===== config.mk =====
export PLATFORM = sky130hd
export DESIGN_NAME = if_fetch_unit_flat
export DESIGN_NICKNAME = d
export VERILOG_FILES = /design/src/rtl/if_fetch_unit_pkg.sv /design/src/rtl/if_fetch_unit_if.sv /design/src/rtl/if_fetch_buffer.sv /design/src/rtl/if_fetch_unit.sv /design/src/flat_wrapper.sv
export SDC_FILE = /design/constraint.sdc
export NUM_CORES = 1
export LEC_CHECK = 0
export ABC_CLOCK_PERIOD_IN_PS = 2060
export BUFFER_PORTS_ARGS = -buffer_cell sky130_fd_sc_hd__buf_2
export CAP_MARGIN = 5
export CORE_MARGIN = 10
export CORE_UTILIZATION = 40
export DETAILED_ROUTE_END_ITERATION = 7
export GPL_ROUTABILITY_DRIVEN = 0
export PLACE_DENSITY = 0.69
export SETUP_SLACK_MARGIN = 0.02
export SLEW_MARGIN = 20
export SYNTH_ARGS = -nofsm -noshare
export SYNTH_HDL_FRONTEND = slang
export SYNTH_SLANG_ARGS = --single-unit

===== constraint.sdc =====
create_clock -name Clk -period 2.06 [get_ports Clk]
set_input_delay 0 -clock Clk [delete_from_list [all_inputs] [get_ports Clk]]
set_output_delay 0 -clock Clk [all_outputs]
set_load 0.1 [all_outputs]

===== src/rtl/if_fetch_unit_pkg.sv =====
// Shared types and constants for the instruction-fetch stage.
package if_pkg;

    typedef enum logic [0:0] {
        FETCH = 1'b0,
        DRAIN = 1'b1
    } if_state_e;

    localparam logic [31:0] PC_INC     = 32'd4;
    localparam logic [31:0] NOP_INSTR  = 32'h0000_0000;
    localparam logic [31:0] ALIGN_MASK = 32'hFFFF_FFFC;

endpackage


===== src/rtl/if_fetch_unit_if.sv =====
// Instruction-memory request/response bundle between the fetch unit and imem.
interface if_fetch_unit_if #(
    parameter int PC_WIDTH    = 32,
    parameter int INSTR_WIDTH = 32
);
    logic                   imem_req;
    logic [PC_WIDTH-1:0]    imem_addr;
    logic                   imem_ready;
    logic [INSTR_WIDTH-1:0] imem_rdata;

    modport master (output imem_req, output imem_addr, input imem_ready, input imem_rdata);
    modport slave  (input imem_req, input imem_addr, output imem_ready, output imem_rdata);
endinterface


===== src/rtl/if_fetch_buffer.sv =====
// One-entry fetch buffer holding the word (and its address) offered to IF/ID.
module if_fetch_buffer
    import if_pkg::*;
#(
    parameter int PC_WIDTH    = 32,
    parameter int INSTR_WIDTH = 32
) (
    input  logic                   Clk,
    input  logic                   Reset,
    input  logic                   i_load,
    input  logic                   i_consume,
    input  logic                   i_invalidate,
    input  logic [INSTR_WIDTH-1:0] i_instr,
    input  logic [PC_WIDTH-1:0]    i_pc,
    output logic                   o_valid,
    output logic [INSTR_WIDTH-1:0] o_instr,
    output logic [PC_WIDTH-1:0]    o_pc
);
    logic                   r_valid;
    logic [INSTR_WIDTH-1:0] r_instr;
    logic [PC_WIDTH-1:0]    r_pc;

    // Invalidate beats load, load beats consume so a same-edge refill keeps the entry valid.
    always_ff @(posedge Clk or negedge Reset) begin
        if (!Reset) begin
            r_valid <= 1'b0;
            r_instr <= INSTR_WIDTH'(NOP_INSTR);
            r_pc    <= '0;
        end else begin
            if (i_invalidate) begin
                r_valid <= 1'b0;
            end else if (i_load) begin
                r_valid <= 1'b1;
                r_instr <= i_instr;
                r_pc    <= i_pc;
            end else if (i_consume) begin
                r_valid <= 1'b0;
            end else begin
                r_valid <= r_valid;
            end
        end
    end

    assign o_valid = r_valid;
    assign o_instr = r_instr;
    assign o_pc    = r_pc;
endmodule


===== src/rtl/if_fetch_unit.sv =====
// Instruction-fetch stage: PC register, imem handshake, redirect drain and IF/ID hold/flush control.
module if_fetch_unit
    import if_pkg::*;
#(
    parameter int                  PC_WIDTH    = 32,
    parameter int                  INSTR_WIDTH = 32,
    parameter logic [PC_WIDTH-1:0] RESET_PC    = 32'h0000_0000
) (
    input  logic                   Clk,
    input  logic                   Reset,
    if_fetch_unit_if.master        imem,
    input  logic                   hazard_stall,
    input  logic                   branch_taken,
    input  logic [PC_WIDTH-1:0]    branch_target,
    output logic [INSTR_WIDTH-1:0] Instruction,
    output logic [PC_WIDTH-1:0]    PC,
    output logic                   IFID_writeOff,
    output logic                   flush
);
    if_state_e           r_state;
    if_state_e           w_state_nxt;
    logic [PC_WIDTH-1:0] r_pc;
    logic [PC_WIDTH-1:0] w_pc_nxt;
    logic [PC_WIDTH-1:0] r_redir_pc;
    logic [PC_WIDTH-1:0] w_redir_nxt;
    logic                r_pending;
    logic                w_req;
    logic                w_load;
    logic                w_consume;
    logic                w_buf_valid;
    logic [PC_WIDTH-1:0] w_tgt;

    assign w_tgt     = branch_target & PC_WIDTH'(ALIGN_MASK);
    assign w_consume = w_buf_valid & ~hazard_stall & ~branch_taken;

    // State, PC, redirect target and outstanding-request tracking.
    always_ff @(posedge Clk or negedge Reset) begin
        if (!Reset) begin
            r_state    <= FETCH;
            r_pc       <= RESET_PC;
            r_redir_pc <= RESET_PC;
            r_pending  <= 1'b0;
        end else begin
            r_state    <= w_state_nxt;
            r_pc       <= w_pc_nxt;
            r_redir_pc <= w_redir_nxt;
            r_pending  <= w_req & ~imem.imem_ready;
        end
    end

    // Next-state, PC update and request generation.
    always_comb begin
        w_state_nxt = r_state;
        w_pc_nxt    = r_pc;
        w_redir_nxt = r_redir_pc;
        w_req       = 1'b0;
        w_load      = 1'b0;
        case (r_state)
            FETCH: begin
                w_req = r_pending | ~w_buf_valid | w_consume;
                if (branch_taken) begin
                    // A stalled request must finish at its original address before redirecting.
                    if (w_req & ~imem.imem_ready) begin
                        w_redir_nxt = w_tgt;
                        w_state_nxt = DRAIN;
                    end else begin
                        w_pc_nxt = w_tgt;
                    end
                end else if (w_req & imem.imem_ready) begin
                    w_load   = 1'b1;
                    w_pc_nxt = r_pc + PC_WIDTH'(PC_INC);
                end else begin
                    w_pc_nxt = r_pc;
                end
            end
            DRAIN: begin
                w_req = 1'b1;
                if (imem.imem_ready) begin
                    w_pc_nxt    = branch_taken ? w_tgt : r_redir_pc;
                    w_state_nxt = FETCH;
                end else if (branch_taken) begin
                    w_redir_nxt = w_tgt;
                end else begin
                    w_redir_nxt = r_redir_pc;
                end
            end
            default: begin
                w_state_nxt = FETCH;
            end
        endcase
    end

    // IF/ID control: reset, then branch, then stall, else bubble when nothing is buffered.
    always_comb begin
        IFID_writeOff = 1'b0;
        flush         = 1'b1;
        if (!Reset) begin
            IFID_writeOff = 1'b0;
            flush         = 1'b1;
        end else if (branch_taken) begin
            IFID_writeOff = 1'b0;
            flush         = 1'b1;
        end else if (hazard_stall) begin
            IFID_writeOff = 1'b1;
            flush         = 1'b0;
        end else begin
            IFID_writeOff = 1'b0;
            flush         = ~w_buf_valid;
        end
    end

    assign imem.imem_req  = w_req & Reset;
    assign imem.imem_addr = r_pc;

    if_fetch_buffer #(
        .PC_WIDTH    (PC_WIDTH),
        .INSTR_WIDTH (INSTR_WIDTH)
    ) u_fetch_buffer (
        .Clk          (Clk),
        .Reset        (Reset),
        .i_load       (w_load),
        .i_consume    (w_consume),
        .i_invalidate (branch_taken),
        .i_instr      (imem.imem_rdata),
        .i_pc         (r_pc),
        .o_valid      (w_buf_valid),
        .o_instr      (Instruction),
        .o_pc         (PC)
    );
endmodule


===== src/flat_wrapper.sv =====
// flat-port wrapper written by rule: the top's interface ports become plain ports
module if_fetch_unit_flat import if_pkg::*;
#(
    parameter int                  PC_WIDTH    = 32,
    parameter int                  INSTR_WIDTH = 32,
    parameter logic [PC_WIDTH-1:0] RESET_PC    = 32'h0000_0000
)
  (Clk, Reset, hazard_stall, branch_taken, branch_target, Instruction, PC, IFID_writeOff, flush, imem_imem_req, imem_imem_addr, imem_imem_ready, imem_imem_rdata);
  if_fetch_unit_if #(.PC_WIDTH(PC_WIDTH), .INSTR_WIDTH(INSTR_WIDTH)) imem_i ();
  input  logic Clk;
  input  logic Reset;
  input  logic hazard_stall;
  input  logic branch_taken;
  input  logic [PC_WIDTH-1:0] branch_target;
  output logic [INSTR_WIDTH-1:0] Instruction;
  output logic [PC_WIDTH-1:0] PC;
  output logic IFID_writeOff;
  output logic flush;
  output wire logic [$bits(imem_i.imem_req)-1:0] imem_imem_req;
  output wire logic [$bits(imem_i.imem_addr)-1:0] imem_imem_addr;
  input wire logic [$bits(imem_i.imem_ready)-1:0] imem_imem_ready;
  input wire logic [$bits(imem_i.imem_rdata)-1:0] imem_imem_rdata;
  assign imem_imem_req = imem_i.imem_req;
  assign imem_imem_addr = imem_i.imem_addr;
  assign imem_i.imem_ready = imem_imem_ready;
  assign imem_i.imem_rdata = imem_imem_rdata;
  if_fetch_unit #(.PC_WIDTH(PC_WIDTH), .INSTR_WIDTH(INSTR_WIDTH), .RESET_PC(RESET_PC)) u_core (.Clk(Clk), .Reset(Reset), .imem(imem_i), .hazard_stall(hazard_stall), .branch_taken(branch_taken), .branch_target(branch_target), .Instruction(Instruction), .PC(PC), .IFID_writeOff(IFID_writeOff), .flush(flush));
endmodule

==> flow_metrics.tcl <==
set metrics [dict create \
    worst_pin_slew_ps 666.3 \
    yosysWarnings 0 \
    path_cells "nand4_1 > nor4_4 > or4b_4 > a311o_1" \
    dr.pass1.iters 7 \
    maxCapViolations 0 \
    fin_cells 956 \
    cts_buffers 17 \
    syn_area_um2 5981 \
    core.rowCount 44 \
    r2r-start "u_core.imem.imem_addr[6]" \
    grt_pass1_wl_um 28850 \
    rr_worst_depth 4 \
    post-route-period-util_pct 94.94 \
    syn2layout_area_growth_pct 42.93 \
    drtAntennaViolNets 0 \
    worstSetupEndpointType "flop" \
    critPathMaxStageDelay_ps 510 \
    post-place-ws_ps 89.80 \
    dp_cells 850 \
    ctsHtreeMaxLevel 4 \
    synth_edf_count 0 \
    fill_cells 1195 \
    portBuffers 165 \
    p_per_area_nw_per_um2 1342 \
    cts-root-buf "clkbuf_16" \
    yosysSeqAreaShare_pct 54.81 \
    rrSetupSlack_ps 100 \
    insertion_delay_ps 420 \
    reg2reg_to "u_core.imem.imem_addr[29]" \
    cp_slowest_cell "or4b_4" \
    synth_top_area_share_pct 54.81 \
    grt_usage_pct 17.72 \
    holdCritPathClass "input pin to asynchronous set/reset pin" \
    path_buf_inv 0 \
    start_kind "flop" \
    ys_ff_latch 131 \
    core_um2 14590 \
    max_freq_mhz 511.3 \
    cts_buffer_depth 2 \
    post-synth-top-count-cell "dfrtp_1" \
    max-slew-margin-rel_pct 55.38 \
    crit_family "simple AND/OR/NAND/NOR gates" \
    async_flop_share_pct 100.0 \
    ys_top_cells_by_area "dfrtp_1 55%, mux2_2 16%, o21ai_0 3.6%" \
    die_h_um 142.3 \
    critPathKind "flop to flop" \
    rsz0062_at_grt "true" \
    dieArea_um2 20240 \
    wire_per_inst_um 18.50 \
    hpwl_um 12250 \
    synth_area_leader_cell "dfrtp_1" \
    worstPathRequired_ps 2360 \
    drive_gt1_share_pct 45.27 \
    numClockSinks 131 \
    start_util_pct 40.99 \
    grt_overflow 0 \
    cts.clk_slew.worst_paths_ps 60 \
    setup_slack_ps 104.2 \
    die_w_um 142.3 \
    drt-total-wl_um 17680 \
    grt_max_degree 72 \
    viasPerCell 5.424 \
    antenna_found_initial 1 \
    cp_max_fo 6 \
    ir_worst_vdd_uv 617.5 \
    cts_tree "yes" \
    drc 0 \
    outcome "finished, final reports clean" \
    postSynthCellCount 514 \
    syn_avg_cell_area_um2 11.64 \
    finClkSkew_ps 7.452 \
    period_needed_ps 1956 \
    grt_pass1_vias 5388 \
    p_leak_uw 0.003857 \
    io_pins 168 \
    ys_top_cells_by_count "131 x dfrtp_1, 85 x mux2_2, 43 x o21ai_0" \
    syn-num-nets 584 \
    route.vias.total 5185 \
    synth_flop_cell "dfrtp_1" \
    setup_viol 0 \
    synth_cell_type_count 54 \
    nets 828 \
    dr.first_iter.drc_count 422 \
    slew_violations 0 \
    report.final.hold_viol_count 0 \
    arrival_ps 2260 \
]
worst max-delay path by stage:
stage / from / end / slack (ps) / cells past startpoint
floorplan: u_core.imem.imem_addr[12] / u_core.imem.imem_addr[29] / -70 / 5
global placement: u_core.imem.imem_addr[3] / u_core.imem.imem_addr[29] / 120 / 4
detailed placement: u_core.r_state / u_core.imem.imem_addr[13] / 90 / 4
CTS: u_core.imem.imem_addr[12] / u_core.imem.imem_addr[29] / 80 / 4
global route: u_core.imem.imem_addr[6] / u_core.imem.imem_addr[29] / 20 / 5
finish: u_core.imem.imem_addr[6] / u_core.imem.imem_addr[29] / 100 / 4
power by group:
part           leakage (uW)  total [uW]  internal, uW  switching [uW]
registers           0.00156        3580          3150             434
logic               0.00201        4870           949            3920
clock network      0.000286        3010          1920            1100
worst register-to-register path, cell delays in order, from the launching register on:
cell	delay (ps)
dfrtp_4	460
nand4_1	170
nor4_4	380
or4b_4	510
a311o_1	320
layout make-up:
type	count	area (um2)	area share, %
diodes	1	2.502	0.02927
clock buffers	21	450.4	5.269
clock inverters	11	135.1	1.581
inverters	9	33.78	0.3952
multi-input cells	339	2591	30.31
flip-flops and latches	131	3357	39.27
well taps	184	230.2	2.693
repair buffers	260	1748	20.45
kinds of logic after synthesis:
logic type               Yosys count  synth area share [%]
AO/OA/AOI/OAI                    130                 14.14
adder cells (fa/ha/maj)            1                0.2092
buffers and inverters             44                 2.929
flip-flops                       131                 54.81
multiplexers                      91                 17.07
AND/OR/NAND/NOR                  117                 10.84
placed cells by master (no fill, tap or decap), drive strengths merged, types with 2 or more instances in the layout:
master,Yosys,layout
a222oi,9,9
mux2i,3,3
or2,3,3
inv,9,9
buf,10,192
clkbuf,25,22
and4,2,2
a221oi,2,2
a311o,2,2
nor3,7,7
dlygate4sd3,0,67
o21ai,50,50
a41oi,2,2
a22oi,10,10
clkinv,0,6
o22ai,5,5
nand3,9,9
dfrtp,131,131
mux2,88,88
nand4,8,8
nor2,22,22
o31a,6,6
a21oi,20,20
nor2b,8,8
bufinv,0,3
a22o,5,5
nand2,37,37
and2,3,3
a31oi,7,7
clkinvlp,0,2
or3,3,3
nor4,10,10
o2bb2ai,4,4
repair_timing:
item                                   4_1_cts  5_1_grt
endpoints found under the hold margin      122        0
setup endpoints to repair                    0        4
buffers inserted                             0        6
gates resized for setup                      0        2
hold buffers                                67        0
registers in the layout, summed over array words and instances, names as in the netlist:
register and count:
u_core.imem.imem_addr 32, u_core.r_redir_pc 32, u_core.u_fetch_buffer.o_instr 32, u_core.u_fetch_buffer.o_pc 32, u_core.r_pending 1, u_core.r_state 1, u_core.u_fetch_buffer.o_valid 1
metrics by stage:
step	TNS [ps]	area, um2	utilization (%)	hold slack [ps]	total power, uW
2_1_floorplan	-66.16	6125	-	-295.6	7459
4_1_cts	0	8491	58.20	49.34	11530
5_1_grt	0	8548	58.59	62.48	11900
3_3_place_gp	0	7234	49.59	-101.9	8299
6_report	0	8548	58.59	34.71	11470
3_5_place_dp	0	7234	49.59	-93.71	8389
metal layers:
layer	share of wire [%]	wire length (um)	GRT usage [%]	vias to the layer above
met2	52	9186	30.14	182
met5	0	0	0	-
li1	-	-	-	2402
met1	40	6997	20.84	2572
met3	6.2	1098	4.473	29
met4	2.3	400	7.208	0
(Power assumes the default switching activity.)
